File: src/rtl/ch_list_merge.sv
// Merges every known cluster-head ID into each neighbour's CH-ID row in shared memory, seeding a Q-value per append.
// Reads take 2 cycles, writes 1; start/busy/done handshake, start ignored while busy or in the done cycle.
module ch_list_merge #(
  parameter int                    WORD_WIDTH  = 16,
  parameter int                    ADDR_WIDTH  = 11,
  parameter int                    ADDR_STRIDE = 2,
  parameter int                    MAX_NBRS    = 16,
  parameter int                    MAX_KCH     = 16,
  parameter int                    MAX_SLOTS   = 8,
  parameter logic [ADDR_WIDTH-1:0] NCNT_ADDR   = 11'h274,
  parameter logic [ADDR_WIDTH-1:0] KCNT_ADDR   = 11'h272,
  parameter logic [ADDR_WIDTH-1:0] KCH_BASE    = 11'h012,
  parameter logic [ADDR_WIDTH-1:0] HOPS_BASE   = 11'h032,
  parameter logic [ADDR_WIDTH-1:0] CCNT_BASE   = 11'h278,
  parameter logic [ADDR_WIDTH-1:0] CHID_BASE   = 11'h172,
  parameter logic [ADDR_WIDTH-1:0] QV_BASE     = 11'h052,
  parameter int                    Q_MODE      = 0,
  parameter logic [WORD_WIDTH-1:0] QV_INIT     = 16'h0100,
  parameter logic [WORD_WIDTH-1:0] HOP_PENALTY = 16'h0010
) (
  input  logic                  clock,
  input  logic                  rst,
  input  logic                  start,
  input  logic [WORD_WIDTH-1:0] data_in,
  output logic [ADDR_WIDTH-1:0] address,
  output logic                  wr_en,
  output logic [WORD_WIDTH-1:0] data_out,
  output logic                  busy,
  output logic                  done,
  output logic                  overflow,
  output logic [7:0]            appended
);

  localparam int NW = $clog2(MAX_NBRS + 1);
  localparam int KW = $clog2(MAX_KCH + 1);
  localparam int SW = $clog2(MAX_SLOTS + 1);

  typedef enum logic [3:0] {
    S_IDLE, S_RD_NCNT, S_RD_KCNT, S_RD_KCH, S_RD_HOPS, S_RD_CCNT, S_RD_CHID,
    S_APPEND, S_WR_CHID, S_WR_QV, S_WR_CCNT, S_NEXT, S_DONE
  } state_t;

  state_t                r_state;
  logic                  r_ph;
  logic [NW-1:0]         r_ncnt, r_i;
  logic [KW-1:0]         r_kcnt, r_j;
  logic [SW-1:0]         r_ccnt, r_k;
  logic [WORD_WIDTH-1:0] r_kid, r_hops;

  function automatic logic [ADDR_WIDTH-1:0] f_lin(input logic [ADDR_WIDTH-1:0] base,
                                                  input logic [31:0] idx);
    return base + ADDR_WIDTH'(idx * ADDR_STRIDE);
  endfunction

  function automatic logic [31:0] f_slot(input logic [31:0] row, input logic [31:0] slot);
    return row * MAX_SLOTS + slot;
  endfunction

  logic                    w_is_rd;
  logic                    w_nc_big, w_kc_big, w_cc_big;
  logic [NW-1:0]           w_nc, w_i_nxt;
  logic [KW-1:0]           w_kc, w_j_nxt;
  logic [SW-1:0]           w_cc, w_k_nxt;
  logic [2*WORD_WIDTH-1:0] w_prod;
  logic [WORD_WIDTH-1:0]   w_seed;

  assign w_is_rd  = r_state inside {S_RD_NCNT, S_RD_KCNT, S_RD_KCH, S_RD_HOPS, S_RD_CCNT, S_RD_CHID};
  assign w_nc_big = data_in > WORD_WIDTH'(MAX_NBRS);
  assign w_kc_big = data_in > WORD_WIDTH'(MAX_KCH);
  assign w_cc_big = data_in > WORD_WIDTH'(MAX_SLOTS);
  assign w_nc     = w_nc_big ? NW'(MAX_NBRS)  : NW'(data_in);
  assign w_kc     = w_kc_big ? KW'(MAX_KCH)   : KW'(data_in);
  assign w_cc     = w_cc_big ? SW'(MAX_SLOTS) : SW'(data_in);
  assign w_i_nxt  = r_i + NW'(1);
  assign w_j_nxt  = r_j + KW'(1);
  assign w_k_nxt  = r_k + SW'(1);

  // Full-width product so a large hop count saturates instead of wrapping.
  assign w_prod = {{WORD_WIDTH{1'b0}}, r_hops} * {{WORD_WIDTH{1'b0}}, HOP_PENALTY};
  assign w_seed = (Q_MODE == 0) ? QV_INIT :
                  (w_prod >= {{WORD_WIDTH{1'b0}}, QV_INIT}) ? '0 :
                  QV_INIT - w_prod[WORD_WIDTH-1:0];

  always_ff @(posedge clock or posedge rst) begin
    if (rst) begin
      r_state  <= S_IDLE;
      r_ph     <= 1'b0;
      r_ncnt   <= '0;
      r_kcnt   <= '0;
      r_ccnt   <= '0;
      r_i      <= '0;
      r_j      <= '0;
      r_k      <= '0;
      r_kid    <= '0;
      r_hops   <= '0;
      address  <= '0;
      wr_en    <= 1'b0;
      data_out <= '0;
      busy     <= 1'b0;
      done     <= 1'b0;
      overflow <= 1'b0;
      appended <= '0;
    end else begin
      wr_en <= 1'b0;
      done  <= 1'b0;
      if (w_is_rd && !r_ph) begin
        r_ph <= 1'b1;
      end else begin
        r_ph <= 1'b0;
        case (r_state)
          S_IDLE: if (start && !done) begin
            overflow <= 1'b0;
            appended <= '0;
            busy     <= 1'b1;
            r_i      <= '0;
            r_j      <= '0;
            r_k      <= '0;
            address  <= NCNT_ADDR;
            r_state  <= S_RD_NCNT;
          end
          S_RD_NCNT: begin
            r_ncnt  <= w_nc;
            if (w_nc_big) overflow <= 1'b1;
            address <= KCNT_ADDR;
            r_state <= S_RD_KCNT;
          end
          S_RD_KCNT: begin
            r_kcnt <= w_kc;
            if (w_kc_big) overflow <= 1'b1;
            if (r_ncnt == '0 || w_kc == '0) begin
              r_state <= S_DONE;
            end else begin
              address <= KCH_BASE;
              r_state <= S_RD_KCH;
            end
          end
          S_RD_KCH: begin
            r_kid   <= data_in;
            address <= f_lin(HOPS_BASE, 32'(r_j));
            r_state <= S_RD_HOPS;
          end
          S_RD_HOPS: begin
            r_hops  <= data_in;
            address <= f_lin(CCNT_BASE, 32'(r_i));
            r_state <= S_RD_CCNT;
          end
          S_RD_CCNT: begin
            r_ccnt <= w_cc;
            r_k    <= '0;
            if (w_cc_big) overflow <= 1'b1;
            if (w_cc == '0) begin
              r_state <= S_APPEND;
            end else begin
              address <= f_lin(CHID_BASE, f_slot(32'(r_i), 32'd0));
              r_state <= S_RD_CHID;
            end
          end
          S_RD_CHID: begin
            if (data_in == r_kid) begin
              r_state <= S_NEXT;
            end else if (w_k_nxt < r_ccnt) begin
              r_k     <= w_k_nxt;
              address <= f_lin(CHID_BASE, f_slot(32'(r_i), 32'(w_k_nxt)));
            end else begin
              r_state <= S_APPEND;
            end
          end
          S_APPEND: begin
            if (r_ccnt == SW'(MAX_SLOTS)) begin
              overflow <= 1'b1;
              r_state  <= S_NEXT;
            end else begin
              address  <= f_lin(CHID_BASE, f_slot(32'(r_i), 32'(r_ccnt)));
              data_out <= r_kid;
              wr_en    <= 1'b1;
              r_state  <= S_WR_CHID;
            end
          end
          S_WR_CHID: begin
            address  <= f_lin(QV_BASE, f_slot(32'(r_i), 32'(r_ccnt)));
            data_out <= w_seed;
            wr_en    <= 1'b1;
            r_state  <= S_WR_QV;
          end
          S_WR_QV: begin
            address  <= f_lin(CCNT_BASE, 32'(r_i));
            data_out <= WORD_WIDTH'(r_ccnt) + WORD_WIDTH'(1);
            wr_en    <= 1'b1;
            r_state  <= S_WR_CCNT;
          end
          S_WR_CCNT: begin
            if (appended != 8'hFF) appended <= appended + 8'd1;
            r_state <= S_NEXT;
          end
          S_NEXT: begin
            r_k <= '0;
            if (w_i_nxt == r_ncnt) begin
              r_i <= '0;
              if (w_j_nxt == r_kcnt) begin
                r_state <= S_DONE;
              end else begin
                r_j     <= w_j_nxt;
                address <= f_lin(KCH_BASE, 32'(w_j_nxt));
                r_state <= S_RD_KCH;
              end
            end else begin
              r_i     <= w_i_nxt;
              address <= f_lin(CCNT_BASE, 32'(w_i_nxt));
              r_state <= S_RD_CCNT;
            end
          end
          S_DONE: begin
            done    <= 1'b1;
            busy    <= 1'b0;
            r_state <= S_IDLE;
          end
          default: r_state <= S_IDLE;
        endcase
      end
    end
  end

endmodule

File: config.mk
export PLATFORM = sky130hd
export DESIGN_NAME = ch_list_merge
export DESIGN_NICKNAME = d
export VERILOG_FILES = /design/src/rtl/ch_list_merge.sv
export SDC_FILE = /design/constraint.sdc
export NUM_CORES = 1
export LEC_CHECK = 0
export CAP_MARGIN = 20
export CORE_MARGIN = 4
export CORE_UTILIZATION = 45
export DETAILED_ROUTE_END_ITERATION = 16
export PLACE_DENSITY = 0.77
export SKIP_CTS_REPAIR_TIMING = 1
export SLEW_MARGIN = 20
export SYNTH_ARGS = -nofsm -noshare
export SYNTH_HDL_FRONTEND = slang
export SYNTH_SLANG_ARGS = --single-unit
File: constraint.sdc
create_clock -name clock -period 4.9 [get_ports clock]
set_input_delay 0.98 -clock clock [delete_from_list [all_inputs] [get_ports clock]]
set_output_delay 0.98 -clock clock [all_outputs]
set_load 0.03 [all_outputs]
==> metrics.cfg, run 1 <==
[routing]
wl_per_cell_um = 19.25
top_layer = met4
via_count = 5004
drt_pre_antenna_iters = 5
vias_per_cell = 5.957
drtIter0Drc = 493
wl_um = 16170
wl_met2_um = 7565
drc_errors = 0
wl_met3_um = 1126
ant_nets = 0
m1WireLength_um = 6992

[global_routing]
grt_max_degree = 59
antenna_found_initial = 0
grt_usage_pct = 22.86
grt_pass1_wl_um = 26840
grt_overflow_total = 0
grt_pass1_vias = 5063

[clocking]
cts_sinks = 87
cts-htree-levels = 3
clk_pin_slew_ns = 0.07
cts_tree = yes
root_buffer = clkbuf_16
clockBufferDepth = 2
cts_buffers = 9
clkLatencyLatePin_ns = 0.35

[power]
p_sw_share_pct = 45.91
power_w = 0.004200
p_int_w = 0.002272
power_frac_seq_pct = 29.7
pwr-share-clk_pct = 16.3
vdd_drop_max_mv = 0.2900
powerDensity_nw_per_um2 = 618.4
pwr-share-comb_pct = 54.0
p_leak_nw = 2.928
netSwitchingPower_w = 0.001928

[setup_path]
crit_type = reg2reg
crit_path_end_kind = flop
worstPathMaxFanout = 18
crit_family = flip-flops
crit_required_ns = 5.13
crit_arrival_ns = 3.63
crit_buf_inv = 0
crit_chain = ha_1 > xnor3_1 > and3_1 > o2111ai_4 > nor2_1 > a21oi_2 > nand2_4 > mux2_2
cp-start-kind = flop
cp_slowest_stage_delay_ns = 0.81
crit_slowest_cell = dfrtp_1

[place]
postPlaceCellArea_um2 = 6492
place.gp.congestion = 0.9046
dp_hpwl_um = 11950
io_buffers = 56

[die]
core_um2 = 12670
die_x_um = 121.9
start_util_pct = 46.10
rows = 41
num_io_pins = 58
die_h_um = 121.9
fp.dieArea_um2 = 14870

[timing]
hold_violations = 0
period_share_pct = 69.28
clock_skew_ns = 0.008621
fin_tns_setup_ns = 0
period_minus_slack_ns = 3.395
fmax_ghz = 0.2946
slew_viol_final = 0
setup_viol_count_final = 0
relSlewSlack_pct = 39.76
worst_hold_slack_ns = 0.4837
tightest_slew_ns = 0.8953
rsz0062_at_grt = false

[synth]
synth-seq-area-share_pct = 37.27
synth.cell_area_um2 = 5842
avgSynthCellArea_um2 = 9.347
yosysTopAreaCellShare_pct = 37.27
yosysTopAreaCell = dfrtp_1
syn_nets = 667
synthCells = 625
ys_top_cells_by_count = dfrtp_1, nand2_1, nor2_1
synth_edf_count = 0
netlist_top_cells_area = dfrtp_1, xnor2_1, mux2_2, ha_1, nand2_1
ys_types = 81
synth_seq_cells = 87
synth_most_common_cell = dfrtp_1
yosysWarnings = 0
ys_async_sr_fraction_pct = 100.0
synth_flop_cell = dfrtp_1

[run]
drv_cap = 0

[layout]
n_antenna_cell = 0
multi_input_area_um2 = 3418
syn_to_final_growth_pct = 16.26
final_nets = 705
fillers = 1156
design_area_um2 = 6792
drive_above_1_share_pct = 10.63
seqCellArea_um2 = 2177

[run_status]
status = complete, no violations

[worst_hold_path]
hold_path.class = reg2reg

==> per-stage QoR <==
| step | setup WS (ns) | instances | util [%] |
|---|---|---|---|
| after floorplan | 1.670 | 625 | - |
| after global placement | 1.294 | 824 | 51.24 |
| after detailed placement | 1.209 | 824 | 51.24 |
| after CTS | 1.526 | 840 | 53.59 |
| after global routing | 1.291 | 840 | 53.60 |
| final | 1.505 | 840 | 53.60 |
==> power by group through the flow <==
stage               Combinational, W  Clock, W  Sequential (W)
floorplan                    0.00153         0         0.00130
global placement             0.00220         0         0.00124
detailed placement           0.00223         0         0.00125
CTS                          0.00226  0.000694         0.00124
global route                 0.00248  0.000724         0.00128
finish                       0.00227  0.000685         0.00125
==> cell families (layout without fill, tap and decap cells) <==
logic type / Yosys count / in the layout / synth area share (%)
mux: 38 / 38 / 7.154
compound gates: 148 / 148 / 18.08
flops: 87 / 87 / 37.27
buf+inv: 57 / 100 / 4.219
xor+xnor: 65 / 65 / 10.84
simple gates: 206 / 206 / 17.46
fa+ha+maj: 23 / 23 / 4.926
other cells: 1 / 1 / 0.06419
==> layer usage <==
metal  vias up  GRT usage [%]
li1       2315              -
met2       227          36.22
met5         -              0
met3        43          2.971
met4         0          9.734
met1      2419          31.61
==> final timing paths <==
kind / from / endpoint / slack [ns] / depth (start not counted)
max reg2reg: r_i[2]$_DFFE_PP0P_ / address[2]$_DFFE_PP0P_ / 1.51 / 8
max: r_i[2]$_DFFE_PP0P_ / address[2]$_DFFE_PP0P_ / 1.51 / 8
max in group asynchronous: rst / r_k[2]$_DFFE_PP0P_ / 2.97 / 3
min in group asynchronous: rst / r_kid[5]$_DFFE_PP0P_ / 1.09 / 2
min: data_out[4]$_DFFE_PP0P_ / data_out[4]$_DFFE_PP0P_ / 0.48 / 2
min reg2reg: data_out[4]$_DFFE_PP0P_ / data_out[4]$_DFFE_PP0P_ / 0.48 / 2
==> layout by cell type (no fill, tap or decap), types with 3 or more instances in the layout <==
master and instances:
dfrtp_1 87, nand2_1 71, clkdlybuf4s50_1 56, nor2_1 53
o21ai_0 50, xnor2_1 40, mux2_2 30, ha_1 23
inv_1 21, xor2_1 20, a21oi_1 20, nand3_1 17
nand2b_1 10, nor3_1 10, and3_1 9, nand4_1 9
clkbuf_16 9, mux2i_1 8, a21o_1 8, o221ai_1 7
a211oi_1 5, o32ai_1 5, a31oi_1 5, o31ai_1 4
buf_4 4, a22oi_1 3, xnor3_1 3, or2_2 3
a32o_1 3, or4_1 3, a221oi_1 3, nor3b_1 3
a211o_1 3
==> worst min-delay path: stages, from the launching register on <==
cell and delay (ns):
dfrtp_1 0.35, nand2_1 0.04, o21ai_0 0.06
==> final cells by class <==
cell class / instances / area share, %
tap: 172 / 3.169
clock inverter: 7 / 1.069
inverter: 24 / 1.363
sequential: 87 / 32.06
timing repair buffer: 60 / 8.696
multi-input combinational: 481 / 50.33
clock buffer: 9 / 3.316
==> state kept, by name, indices dropped and copies added, names as in the netlist, 4 cells and up <==
name and cells:
r_j 5, r_i 5, address 10, appended 8, r_ncnt 5, r_ccnt 4, r_k 4, r_state 4
r_kid 16, data_out 16, r_kcnt 5
Power figures use the tool's default switching activity.
==> run 2: changes to the inputs <==
- PLACE_DENSITY: 0.77 -> 0.8
- clock period: 4.9 -> 2.89 ns (I/O delays scaled with it)
==> run 2 against run 1 <==
Effect of this change: final area increased by 4.7%; die area unchanged; count of clock-buffer cells in the layout stayed put; clock skew up 0.0021 ns; fmax increased by 25%; routed wire length is 4.6% higher; global-route usage is 1.2 points higher; utilization rose by 2.5 points; worst setup slack worse by 1.3 ns; power increased by 76%.
==> metrics.cfg, run 2 (same netlist as run 1, synthesis figures left out) <==
[run_status]
status = complete, no violations

[clocking]
cts-htree-levels = 3  ; unchanged
clockBufferDepth = 2  ; unchanged
clkLatencyLatePin_ns = 0.36  ; about the same
cts_sinks = 87  ; unchanged
cts_tree = yes
root_buffer = clkbuf_16
cts_buffers = 9  ; unchanged
clk_pin_slew_ns = 0.08  ; about the same

[power]
vdd_drop_max_mv = 0.3918  ; +35%
power_frac_seq_pct = 27.0  ; -2.7 points
p_sw_share_pct = 45.84  ; -0.065 points
p_leak_nw = 3.134  ; +7.0%
p_int_w = 0.003996  ; +76%
power_w = 0.007378  ; +76%
pwr-share-comb_pct = 56.9  ; +2.9 points
powerDensity_nw_per_um2 = 1037  ; +68%
netSwitchingPower_w = 0.003382  ; +75%
pwr-share-clk_pct = 16.1  ; -0.2 points

[timing]
relSlewSlack_pct = 55.76  ; +16 points
worst_hold_slack_ns = 0.4898  ; +0.006059 ns
period_minus_slack_ns = 2.715  ; -0.6803 ns
period_share_pct = 93.93  ; +25 points
fin_tns_setup_ns = 0  ; unchanged
hold_violations = 0  ; unchanged
clock_skew_ns = 0.01068  ; +0.002056 ns
tightest_slew_ns = 0.6611  ; -0.2342 ns
rsz0062_at_grt = false
slew_viol_final = 0  ; unchanged
setup_viol_count_final = 0  ; unchanged
fmax_ghz = 0.3684  ; +25%

[die]
core_um2 = 12670  ; unchanged
start_util_pct = 46.10  ; unchanged
fp.dieArea_um2 = 14870  ; unchanged
num_io_pins = 58  ; unchanged
die_x_um = 121.9  ; unchanged
die_h_um = 121.9  ; unchanged
rows = 41  ; unchanged

[global_routing]
grt_pass1_wl_um = 27740  ; +3.4%
grt_max_degree = 39  ; -34%
grt_overflow_total = 0  ; unchanged
grt_usage_pct = 24.09  ; +1.2 points
antenna_found_initial = 1  ; +1
grt_pass1_vias = 5250  ; +3.7%

[layout]
top_regs = data_out (16), r_kid (16), address (10)
drive_above_1_share_pct = 15.68  ; +5.0 points
final_nets = 745  ; +5.7%
fillers = 1087  ; -6.0%
mostFrequentLayoutCell = dfrtp_1
syn_to_final_growth_pct = 21.74
n_antenna_cell = 0  ; unchanged
final_cell_mix = dfrtp_1, nand2_1, clkdlybuf4s50_1

[place]
io_buffers = 56  ; unchanged
dp_hpwl_um = 12910  ; +8.0%
place.gp.congestion = 0.9959  ; +10%

[routing]
wl_um = 16910  ; +4.6%
drtIter0Drc = 458  ; -7.1%
wl_per_cell_um = 19.21  ; -0.18%
via_count = 5198  ; +3.9%
ant_nets = 0  ; unchanged
drt_pre_antenna_iters = 5  ; unchanged
vias_per_cell = 5.907  ; -0.84%
drc_errors = 0  ; unchanged

[setup_path]
crit_path_end_kind = flop
r2r_slack_ns = 0.18  ; -1.33 ns
crit_type = reg2reg
crit_arrival_ns = 2.95  ; -0.68 ns
crit_required_ns = 3.13  ; -2.00 ns
cp-start-kind = flop
worstPathMaxFanout = 10  ; -8
reg2reg_depth = 9  ; +1

[worst_hold_path]
hold_path.class = reg2reg
hold-path-cell-count = 2  ; unchanged

[run]
drv_cap = 0  ; unchanged

-- run 2: changes by cell type in the layout (fill, tap and decap cells not counted) --
| cell | change |
|---|---|
| clkinvlp_4 | -1 |
| clkinv_8 | +1 |
| buf_12 | +1 |
| inv_4 | -1 |
| buf_4 | +39 |
| clkinv_2 | +1 |
-- run 2: critical path, stage by stage, from the launching register on --
cell      delay [ns]
dfrtp_1         0.48
ha_1            0.25
xor2_1          0.27
ha_1            0.28
o21ai_0         0.15
nor2_1          0.09
o31a_1          0.32
a311oi_2        0.26
nand2_4         0.19
mux2_2          0.32
-- run 2: layout make-up --
type / instances / area [µm²] / area share (%)
clock buffers: 9 / 225.2 / 3.167
clock inverters: 7 / 81.33 / 1.144
inverters: 24 / 91.34 / 1.284
multi-input cells: 481 / 3418 / 48.06
flip-flops and latches: 87 / 2177 / 30.61
well taps: 172 / 215.2 / 3.026
repair buffers: 100 / 903.4 / 12.70
-- run 2: through the flow --
step	util (%)	setup slack, ns	std cells	instance area [µm²]
floorplan	-	0.06180	625	5842
global placement	53.71	0.01968	864	6805
detailed placement	53.71	-0.03674	864	6805
CTS	56.13	0.2061	880	7112
global route	56.13	0.06063	880	7112
finish	56.13	0.1754	880	7112
-- run 2: power groups by stage --
stage,registers [W],logic [W],clock network (W)
floorplan,0.00220,0.00259,0
global placement,0.00197,0.00401,0
detailed placement,0.00200,0.00410,0
CTS,0.00198,0.00414,0.00121
global route,0.00203,0.00452,0.00127
finish,0.00199,0.00420,0.00119
-- run 2: routing by layer --
metal  share of wire [%]  global-route usage [%]  vias up
li1                    -                       -     2403
met1                  42                   32.67     2515
met2                  47                   38.33      241
met3                 8.2                   5.060       37
met4                 2.7                   8.613        2
met5               0.077                       0        -
-- run 2: worst paths after layout --
kind | start | to
worst min register to register | data_out[14]$_DFFE_PP0P_ | data_out[14]$_DFFE_PP0P_
min in group asynchronous | rst | r_kid[10]$_DFFE_PP0P_
max in group asynchronous | rst | r_i[2]$_DFFE_PP0P_
worst max register to register | r_k[0]$_DFFE_PP0P_ | address[9]$_DFFE_PP0P_
worst min-delay path | data_out[14]$_DFFE_PP0P_ | data_out[14]$_DFFE_PP0P_
worst max-delay path | r_k[0]$_DFFE_PP0P_ | address[9]$_DFFE_PP0P_
==> run 3: changes to the inputs <==
- TNS_END_PERCENT: unset -> 10
==> results of run 3 <==
No change in the layout: final DEF, timing and power equal those of run 2.
